## config.mk

```make
export PLATFORM = sky130hd
export DESIGN_NAME = bp_me_cce_mem_cmd_arbiter
export DESIGN_NICKNAME = d
export VERILOG_FILES = /design/src/rtl/bp_me_cce_mem_cmd_arbiter_pkg.sv /design/src/rtl/bp_me_cce_mem_cmd_arbiter_rr_select.sv /design/src/rtl/bp_me_cce_mem_cmd_arbiter.sv
export SDC_FILE = /design/constraint.sdc
export NUM_CORES = 1
export LEC_CHECK = 0
export ABC_AREA = 0
export ABC_CLOCK_PERIOD_IN_PS = 2860
export CAP_MARGIN = 20
export CELL_PAD_IN_SITES_DETAIL_PLACEMENT = 0
export CELL_PAD_IN_SITES_GLOBAL_PLACEMENT = 1
export CORE_AREA = 2 2 154 156
export DETAILED_ROUTE_END_ITERATION = 10
export DIE_AREA = 0 0 156 158
export HOLD_SLACK_MARGIN = 0.02
export PLACE_DENSITY = 0.63
export SYNTH_ARGS = -nofsm -noshare
export SYNTH_HDL_FRONTEND = slang
export SYNTH_HIERARCHICAL = 1
export SYNTH_SLANG_ARGS = --single-unit
```

## constraint.sdc

```tcl
create_clock -name clk_i -period 2.86 [get_ports clk_i]
set_input_delay 0.286 -clock clk_i [delete_from_list [all_inputs] [get_ports clk_i]]
set_output_delay 0.286 -clock clk_i [all_outputs]
set_load 0.03 [all_outputs]
```

## src/rtl/bp_me_cce_mem_cmd_arbiter_pkg.sv

```systemverilog
// Shared BedRock mem-command types, widths and the header-to-beat-count helper.
// The helper is also used by the CCE tracer on the merged port.
package bp_me_cce_mem_cmd_arbiter_pkg;

    localparam int paddr_width_gp     = 40;
    localparam int dword_width_gp     = 64;
    localparam int cce_block_width_gp = 512;
    localparam int max_beats_gp       = cce_block_width_gp / dword_width_gp;
    localparam int lg_dword_width_gp  = $clog2(dword_width_gp);
    localparam int beat_cnt_width_gp  = 5;

    typedef enum logic [3:0] {
        e_bedrock_mem_rd    = 4'd0,
        e_bedrock_mem_wr    = 4'd1,
        e_bedrock_mem_uc_rd = 4'd2,
        e_bedrock_mem_uc_wr = 4'd3,
        e_bedrock_mem_pre   = 4'd4,
        e_bedrock_mem_amo   = 4'd5
    } bp_bedrock_mem_type_e;

    // Size is log2 of the message length in bytes.
    typedef enum logic [2:0] {
        e_bedrock_msg_size_1   = 3'd0,
        e_bedrock_msg_size_2   = 3'd1,
        e_bedrock_msg_size_4   = 3'd2,
        e_bedrock_msg_size_8   = 3'd3,
        e_bedrock_msg_size_16  = 3'd4,
        e_bedrock_msg_size_32  = 3'd5,
        e_bedrock_msg_size_64  = 3'd6,
        e_bedrock_msg_size_128 = 3'd7
    } bp_bedrock_msg_size_e;

    typedef struct packed {
        logic [15:0]               payload;
        bp_bedrock_msg_size_e      size;
        logic [paddr_width_gp-1:0] addr;
        bp_bedrock_mem_type_e      msg_type;
    } cce_mem_hdr_t;

    localparam int cce_mem_hdr_width_gp = $bits(cce_mem_hdr_t);

    function automatic logic [beat_cnt_width_gp-1:0] bedrock_mem_beats(input cce_mem_hdr_t hdr);
        logic [10:0]                  bits;
        logic [beat_cnt_width_gp-1:0] n;
        bits = 11'd8 << hdr.size;
        n    = beat_cnt_width_gp'(bits >> lg_dword_width_gp);
        if (hdr.msg_type inside {e_bedrock_mem_wr, e_bedrock_mem_uc_wr}) begin
            return (n == '0) ? beat_cnt_width_gp'(1) : n;
        end
        return '0;
    endfunction

endpackage

```

## src/rtl/bp_me_cce_mem_cmd_arbiter_rr_select.sv

```systemverilog
// Round-robin requester select starting at rr_ptr_i, combinational.
// When hold_i is seen at a clock edge the current choice is frozen until hold_i drops.
module bp_me_rr_select #(
    parameter int num_req_p     = 2,
    parameter int lg_num_req_lp = (num_req_p > 1) ? $clog2(num_req_p) : 1
) (
    input  logic                     clk_i,
    input  logic                     reset_i,
    input  logic [num_req_p-1:0]     req_i,
    input  logic [lg_num_req_lp-1:0] rr_ptr_i,
    input  logic                     hold_i,
    output logic [lg_num_req_lp-1:0] sel_o
);

    logic                     hold_q, hold_d;
    logic [lg_num_req_lp-1:0] held_sel_q, held_sel_d;
    logic [lg_num_req_lp-1:0] scan_sel;
    logic                     found;
    int                       idx;

    always_comb begin
        scan_sel = rr_ptr_i;
        found    = 1'b0;
        idx      = 0;
        for (int i = 0; i < num_req_p; i++) begin
            idx = int'(rr_ptr_i) + i;
            if (idx >= num_req_p) begin
                idx = idx - num_req_p;
            end
            if (!found && req_i[idx]) begin
                found    = 1'b1;
                scan_sel = idx[lg_num_req_lp-1:0];
            end
        end
    end

    always_comb begin
        sel_o      = hold_q ? held_sel_q : scan_sel;
        hold_d     = hold_i;
        held_sel_d = sel_o;
    end

    always_ff @(posedge clk_i or posedge reset_i) begin
        if (reset_i) begin
            hold_q     <= 1'b0;
            held_sel_q <= '0;
        end else begin
            hold_q     <= hold_d;
            held_sel_q <= held_sel_d;
        end
    end

endmodule

```

## src/rtl/bp_me_cce_mem_cmd_arbiter.sv

```systemverilog
// Round-robin mux of num_req_p header+data mem-command streams onto one port; zero latency.
// Downstream ready passes straight to the granted requester; the grant is locked for a write burst.
module bp_me_cce_mem_cmd_arbiter
    import bp_me_cce_mem_cmd_arbiter_pkg::*;
#(
    parameter int num_req_p     = 2,
    localparam int lg_num_req_lp = (num_req_p > 1) ? $clog2(num_req_p) : 1,
    localparam int hdr_w_lp      = cce_mem_hdr_width_gp,
    localparam int dw_lp         = dword_width_gp
) (
    input  logic                          clk_i,
    input  logic                          reset_i,
    input  logic [num_req_p*hdr_w_lp-1:0] req_header_i,
    input  logic [num_req_p-1:0]          req_header_v_i,
    output logic [num_req_p-1:0]          req_header_ready_and_o,
    input  logic [num_req_p*dw_lp-1:0]    req_data_i,
    input  logic [num_req_p-1:0]          req_data_v_i,
    output logic [num_req_p-1:0]          req_data_ready_and_o,
    output logic [hdr_w_lp-1:0]           mem_header_o,
    output logic                          mem_header_v_o,
    input  logic                          mem_header_ready_and_i,
    output logic [dw_lp-1:0]              mem_data_o,
    output logic                          mem_data_v_o,
    input  logic                          mem_data_ready_and_i,
    output logic [lg_num_req_lp-1:0]      grant_id_o,
    output logic                          busy_o
);

    typedef enum logic {e_idle, e_data} state_e;

    localparam logic [lg_num_req_lp-1:0] last_id_lp = lg_num_req_lp'(num_req_p - 1);

    state_e                         state_q, state_d;
    logic [lg_num_req_lp-1:0]       rr_ptr_q, rr_ptr_d;
    logic [lg_num_req_lp-1:0]       owner_q, owner_d;
    logic [beat_cnt_width_gp-1:0]   beat_cnt_q, beat_cnt_d;

    cce_mem_hdr_t                   hdr_arr  [num_req_p];
    logic [dw_lp-1:0]               data_arr [num_req_p];
    logic [lg_num_req_lp-1:0]       sel;
    logic [beat_cnt_width_gp-1:0]   beats;
    logic                           hold;
    logic                           hdr_hs;
    logic                           data_hs;

    function automatic logic [lg_num_req_lp-1:0] next_id(input logic [lg_num_req_lp-1:0] id);
        return (id == last_id_lp) ? '0 : id + 1'b1;
    endfunction

    always_comb begin
        for (int i = 0; i < num_req_p; i++) begin
            hdr_arr[i]  = cce_mem_hdr_t'(req_header_i[i*hdr_w_lp +: hdr_w_lp]);
            data_arr[i] = req_data_i[i*dw_lp +: dw_lp];
        end
    end

    // Freeze the selection while a presented header waits for downstream ready.
    assign hold = (state_q == e_idle) && !reset_i && (|req_header_v_i) && !mem_header_ready_and_i;

    bp_me_rr_select #(
        .num_req_p     (num_req_p),
        .lg_num_req_lp (lg_num_req_lp)
    ) u_rr_select (
        .clk_i    (clk_i),
        .reset_i  (reset_i),
        .req_i    (req_header_v_i),
        .rr_ptr_i (rr_ptr_q),
        .hold_i   (hold),
        .sel_o    (sel)
    );

    always_comb begin
        state_d                = state_q;
        rr_ptr_d               = rr_ptr_q;
        owner_d                = owner_q;
        beat_cnt_d             = beat_cnt_q;
        req_header_ready_and_o = '0;
        req_data_ready_and_o   = '0;
        mem_header_o           = hdr_arr[sel];
        mem_header_v_o         = 1'b0;
        mem_data_o             = data_arr[owner_q];
        mem_data_v_o           = 1'b0;
        grant_id_o             = '0;
        busy_o                 = 1'b0;
        hdr_hs                 = 1'b0;
        data_hs                = 1'b0;
        beats                  = bedrock_mem_beats(hdr_arr[sel]);

        // Reset gates every handshake output asynchronously; partial bursts are dropped.
        if (!reset_i) begin
            case (state_q)
                e_idle: begin
                    grant_id_o                  = sel;
                    mem_header_v_o              = |req_header_v_i;
                    req_header_ready_and_o[sel] = mem_header_ready_and_i;
                    hdr_hs                      = mem_header_v_o && mem_header_ready_and_i;
                    if (hdr_hs) begin
                        if (beats == '0) begin
                            rr_ptr_d = next_id(sel);
                        end else begin
                            state_d    = e_data;
                            owner_d    = sel;
                            beat_cnt_d = beats - 1'b1;
                        end
                    end
                end
                e_data: begin
                    grant_id_o                    = owner_q;
                    busy_o                        = 1'b1;
                    mem_data_v_o                  = req_data_v_i[owner_q];
                    req_data_ready_and_o[owner_q] = mem_data_ready_and_i;
                    data_hs                       = mem_data_v_o && mem_data_ready_and_i;
                    if (data_hs) begin
                        if (beat_cnt_q == '0) begin
                            state_d  = e_idle;
                            rr_ptr_d = next_id(owner_q);
                        end else begin
                            beat_cnt_d = beat_cnt_q - 1'b1;
                        end
                    end
                end
                default: state_d = e_idle;
            endcase
        end
    end

    always_ff @(posedge clk_i or posedge reset_i) begin
        if (reset_i) begin
            state_q    <= e_idle;
            rr_ptr_q   <= '0;
            owner_q    <= '0;
            beat_cnt_q <= '0;
        end else begin
            state_q    <= state_d;
            rr_ptr_q   <= rr_ptr_d;
            owner_q    <= owner_d;
            beat_cnt_q <= beat_cnt_d;
        end
    end

`ifndef SYNTHESIS
    a_beats_fit_block: assert property (@(posedge clk_i) disable iff (reset_i)
        hdr_hs |-> (beats <= beat_cnt_width_gp'(max_beats_gp)));
    a_no_hdr_in_data: assert property (@(posedge clk_i) disable iff (reset_i)
        (state_q == e_data) |-> !(|(req_header_v_i & req_header_ready_and_o)));
`endif

endmodule

```

==> Flow_metrics.wiki <==
{| class="wikitable"
! Metric !! Value
|-
| Total grt overflow || 0
|-
| Crit-path cells || clkdlybuf4s50_1, a21boi_2, o31ai_4, buf_6, bufbuf_16, mux2_2, dlygate4sd2_1
|-
| Combinational family with the most area after synthesis || multiplexers
|-
| Post-detail-place hpwl || between 10000 and 15000 um
|-
| Relative contribution of sequential cells to total power || 0.107
|-
| Cell class contributing the biggest share of worst-path delay || buffers and inverters
|-
| DR vias || approximately 3500
|-
| Top post-synthesis cells by area || mux2_2 63%, dfrtp_1 11%, clkbuf_1 2.3%
|-
| Area share of fa/ha/maj cells after synthesis || 0.00537
|-
| Port-buffer cells || 396
|-
| Simple-gate share of the synthesized area || 0.101
|-
| Sequential area share after synthesis || 0.107
|-
| Nets || around 910
|-
| Total inserted antenna cells || 0
|-
| Fraction of post-synthesis cell area in the top cell type by area || 0.633
|-
| Worst R2R Path Depth || 11
|-
| Most used flip-flop cell after synthesis || dfrtp_1
|-
| Internal Dissipation || approximately 1.2 mW
|-
| Initial antenna violation count || 1
|-
| Final clock skew || 0.00438 ns
|-
| Number of hold violations in the final report || 0
|-
| Via count of the first global-routing pass || 3663
|-
| P_leak || ~2.6 nW
|-
| Highest cell delay on the worst timing path || roughly 0.54 ns
|-
| Die outline width || roughly 160 um
|-
| Total CTS buffers || 3
|-
| Count of state elements after synthesis || 10
|-
| Max VDD drop || about 0.17 mV
|-
| Hold Path Class || in -> async
|-
| Maximum fanout along the worst path || 28
|-
| Worst Setup Start Kind || input port
|-
| Worst endpoint data arrival time || 2.51 ns
|-
| Leading area contributor after synthesis || mux2_2
|-
| TritonCTS clock tree || done
|-
| Cell at the root of the clock tree || clkbuf_16
|-
| Sw Share || 0.393
|-
| Post-layout worst setup margin || ~0.06 ns
|-
| Maximum number of pins on one net before global-route repair || 34
|-
| Fillers || 2465
|-
| Number of DRC markers after the initial detailed-route iteration || 100
|-
| Fraction of final layout cells with drive strength greater than 1 || 0.342
|-
| Clock transition at path regs || about 0.040 ns
|-
| RSZ-0062 raised after global routing || true
|-
| Number of I/O pins || between 300 and 400
|-
| Drt first pass iters || 3
|-
| Required time of the critical path || approximately 2.6 ns
|-
| Warning count from the yosys run || 6
|-
| RR Startpoint || rr_ptr_q
|-
| Drt total wl || 16800 um
|-
| Routability congestion estimate || 0.786
|-
| Number of buffer and inverter instances along the worst setup path || 4
|-
| Row count || between 50 and 60
|-
| Number of enable-type register cells in the synthesized netlist || 0
|-
| Number of vias per cell after detailed routing || roughly 3.7
|-
| Share of power burned in combinational logic || 0.754
|-
| Overall track demand over capacity in global routing || 0.124
|-
| Netlist Area Pre-Place || 2330 um2
|-
| Minimum clock period after layout || roughly 2.8 ns
|-
| Number of distinct library cell variants in the gate-level netlist after synthesis || 43
|-
| Worst setup path class || in -> out
|-
| Number of failing setup endpoints in the final timing report || 0
|-
| Worst reg-to-reg setup slack || 0.27 ns
|-
| Post-synthesis mux area share || 0.642
|-
| Async set-reset flop share out of synthesis || 1.00
|-
| Vertical die dimension || roughly 160 um
|-
| Power share of the clock group || 0.139
|-
| Top cells by count, synth || 131 x mux2_2, 14 x clkbuf_1, 10 x dfrtp_1, 10 x nand2_1, 7 x nor2_1
|-
| Area grow syn2layout || 191%
|-
| Reg-to-reg endpoint || beat_cnt_q[4]
|-
| Power dissipated by switching net loads || roughly 0.78 mW
|-
| Post-CTS Hold Fix Bufs || 0
|-
| Total DRC errors in the routed layout || 0
|-
| Clock tree buffer depth || 2
|-
| Cells after Synth || 240
|-
| Worst slew margin relative to its limit || 0.572
|-
| Status || complete, no violations
|-
| Most numerous cell in the Yosys netlist || mux2_2
|-
| Critical path endpoint category || output pin
|-
| H-tree level count || 1
|-
| Worst hold-check slack || approximately 0.46 ns
|-
| Initial core utilization || 0.101
|-
| Achievable frequency || ~360 MHz
|-
| Avg WL per Cell || about 18 um
|-
| Core Footprint || between 20000 and 25000 um2
|-
| Syn_area_per_cell || 9.71 um2
|-
| Wire length of the first global-routing pass || between 20000 and 25000 um
|-
| Share of the synthesized area in compound gates (AO/OA/AOI/OAI) || 0.0902
|-
| Clock latency reported for the late side of the worst-skew pair || about 0.24 ns
|-
| Die Outline Area || about 25000 um2
|-
| Total nets after synthesis || 503
|-
| Sinks on Clock Net || 10
|-
| Fin. max-slew vios || 0
|-
| Max-capacitance violation count || 0
|-
| DP Worst Slack || -0.243 ns
|-
| Max stage delay cell, worst path || clkdlybuf4s50_1
|-
| Area taken by multi-input logic gates || about 2000 um2
|-
| Number of routed nets with antenna violations || 0
|-
| XOR/XNOR share of the synthesized area || 0.0113
|-
| Sequential cell area in the final layout || around 250 um2
|-
| Period Utilization, post-route || 0.979
|-
| Pwr/cell area || just under 300 nW/um2
|-
| Slew at the pin closest to its max-slew limit || between 0.6 and 0.7 ns
|}
## per-stage QoR
stage | instances | cell area [um2] | total power, mW | setup TNS (ns) | utilization
6_report | 933 | 6770 | 1.99 | 0 | 0.294
5_1_grt | 933 | 6770 | 2.11 | -0.690 | 0.294
4_1_cts | 930 | 6800 | 2.01 | 0 | 0.295
3_5_place_dp | 925 | 6710 | 1.72 | -7.70 | 0.291
3_3_place_gp | 925 | 6710 | 1.73 | -7.12 | 0.291
2_1_floorplan | 240 | 2330 | 1.00 | 0 | -
## per-layer routing
layer | vias up | global-route usage | part of all wire
li1 | 1718 | - | -
met1 | 1578 | 0.142 | 0.37
met2 | 193 | 0.232 | 0.53
met3 | 7 | 0.0370 | 0.091
met4 | 2 | 0.0149 | 0.0045
met5 | - | 0 | 0.00078
## power groups by stage
stage,logic [mW],clock network [mW],registers (mW)
floorplan,0.799,0,0.201
global placement,1.51,0,0.215
detailed placement,1.51,0,0.215
CTS,1.51,0.286,0.213
global route,1.60,0.298,0.219
finish,1.50,0.276,0.213
## worst min-delay path, cell delays in order
cell and delay, ns:
clkdlybuf4s50_1 0.46, buf_4 0.19, inv_1 0.08
## what timing repair did
item / in CTS / in global routing
cloned: 1 / 0
resized for setup: 34 / 53
pin swaps: 1 / 1
setup buffers: 0 / 3
endpoints found under the setup margin: 32 / 7
## placed cells by master (no fill, tap or decap), drive strengths merged, types with 2 or more instances in the layout
master         Yosys  routed
nor3               6       6
xnor2              2       2
mux2             131     131
nand2             10      10
or2                2       2
clkbuf            14      27
a2bb2oi            2       2
dlymetal6s2s       0       2
buf                5      52
nor3b              2       2
inv                5       5
dlygate4sd2        0       8
dfrtp             10      10
nand3b             2       2
o21ai              7       7
nor2               7       7
a21oi              6       6
clkdlybuf4s50      0     331
nor4               2       2
a211oi             3       3
a22o               2       2
mux2i              2       2
nor4bb             2       2
## flip-flops by register name, summed over array words and instances, names as in the netlist
name / flops
beat_cnt_q: 5
state_q: 1
u_rr_select/hold_q: 1
owner_q: 1
rr_ptr_q: 1
u_rr_select/held_sel_q: 1
## logic make-up after synthesis
family | after synthesis
flops | 10
compound gates | 29
buf+inv | 24
simple gates | 40
xor+xnor | 3
mux | 133
fa+ha+maj | 1
## worst max-delay path by stage
stage	start	end	slack, ns	cells past startpoint
2_1_floorplan	rr_ptr_q	req_header_ready_and_o[1]	0.29	6
3_3_place_gp	req_header_v_i[1]	mem_header_o[60]	-0.23	7
3_5_place_dp	req_header_v_i[1]	mem_header_o[1]	-0.24	7
4_1_cts	req_header_v_i[1]	mem_header_o[48]	0.003	7
5_1_grt	req_header_v_i[1]	mem_header_o[15]	-0.09	8
6_report	req_header_v_i[1]	mem_header_o[48]	0.06	7
## area by class of cell
type / count / area share
repair buffers: 418 / 0.595
multi-input cells: 206 / 0.298
well taps: 290 / 0.0536
flip-flops and latches: 10 / 0.0371
clock buffers: 4 / 0.0131
inverters: 5 / 0.00277
(Power assumes the default switching activity.)
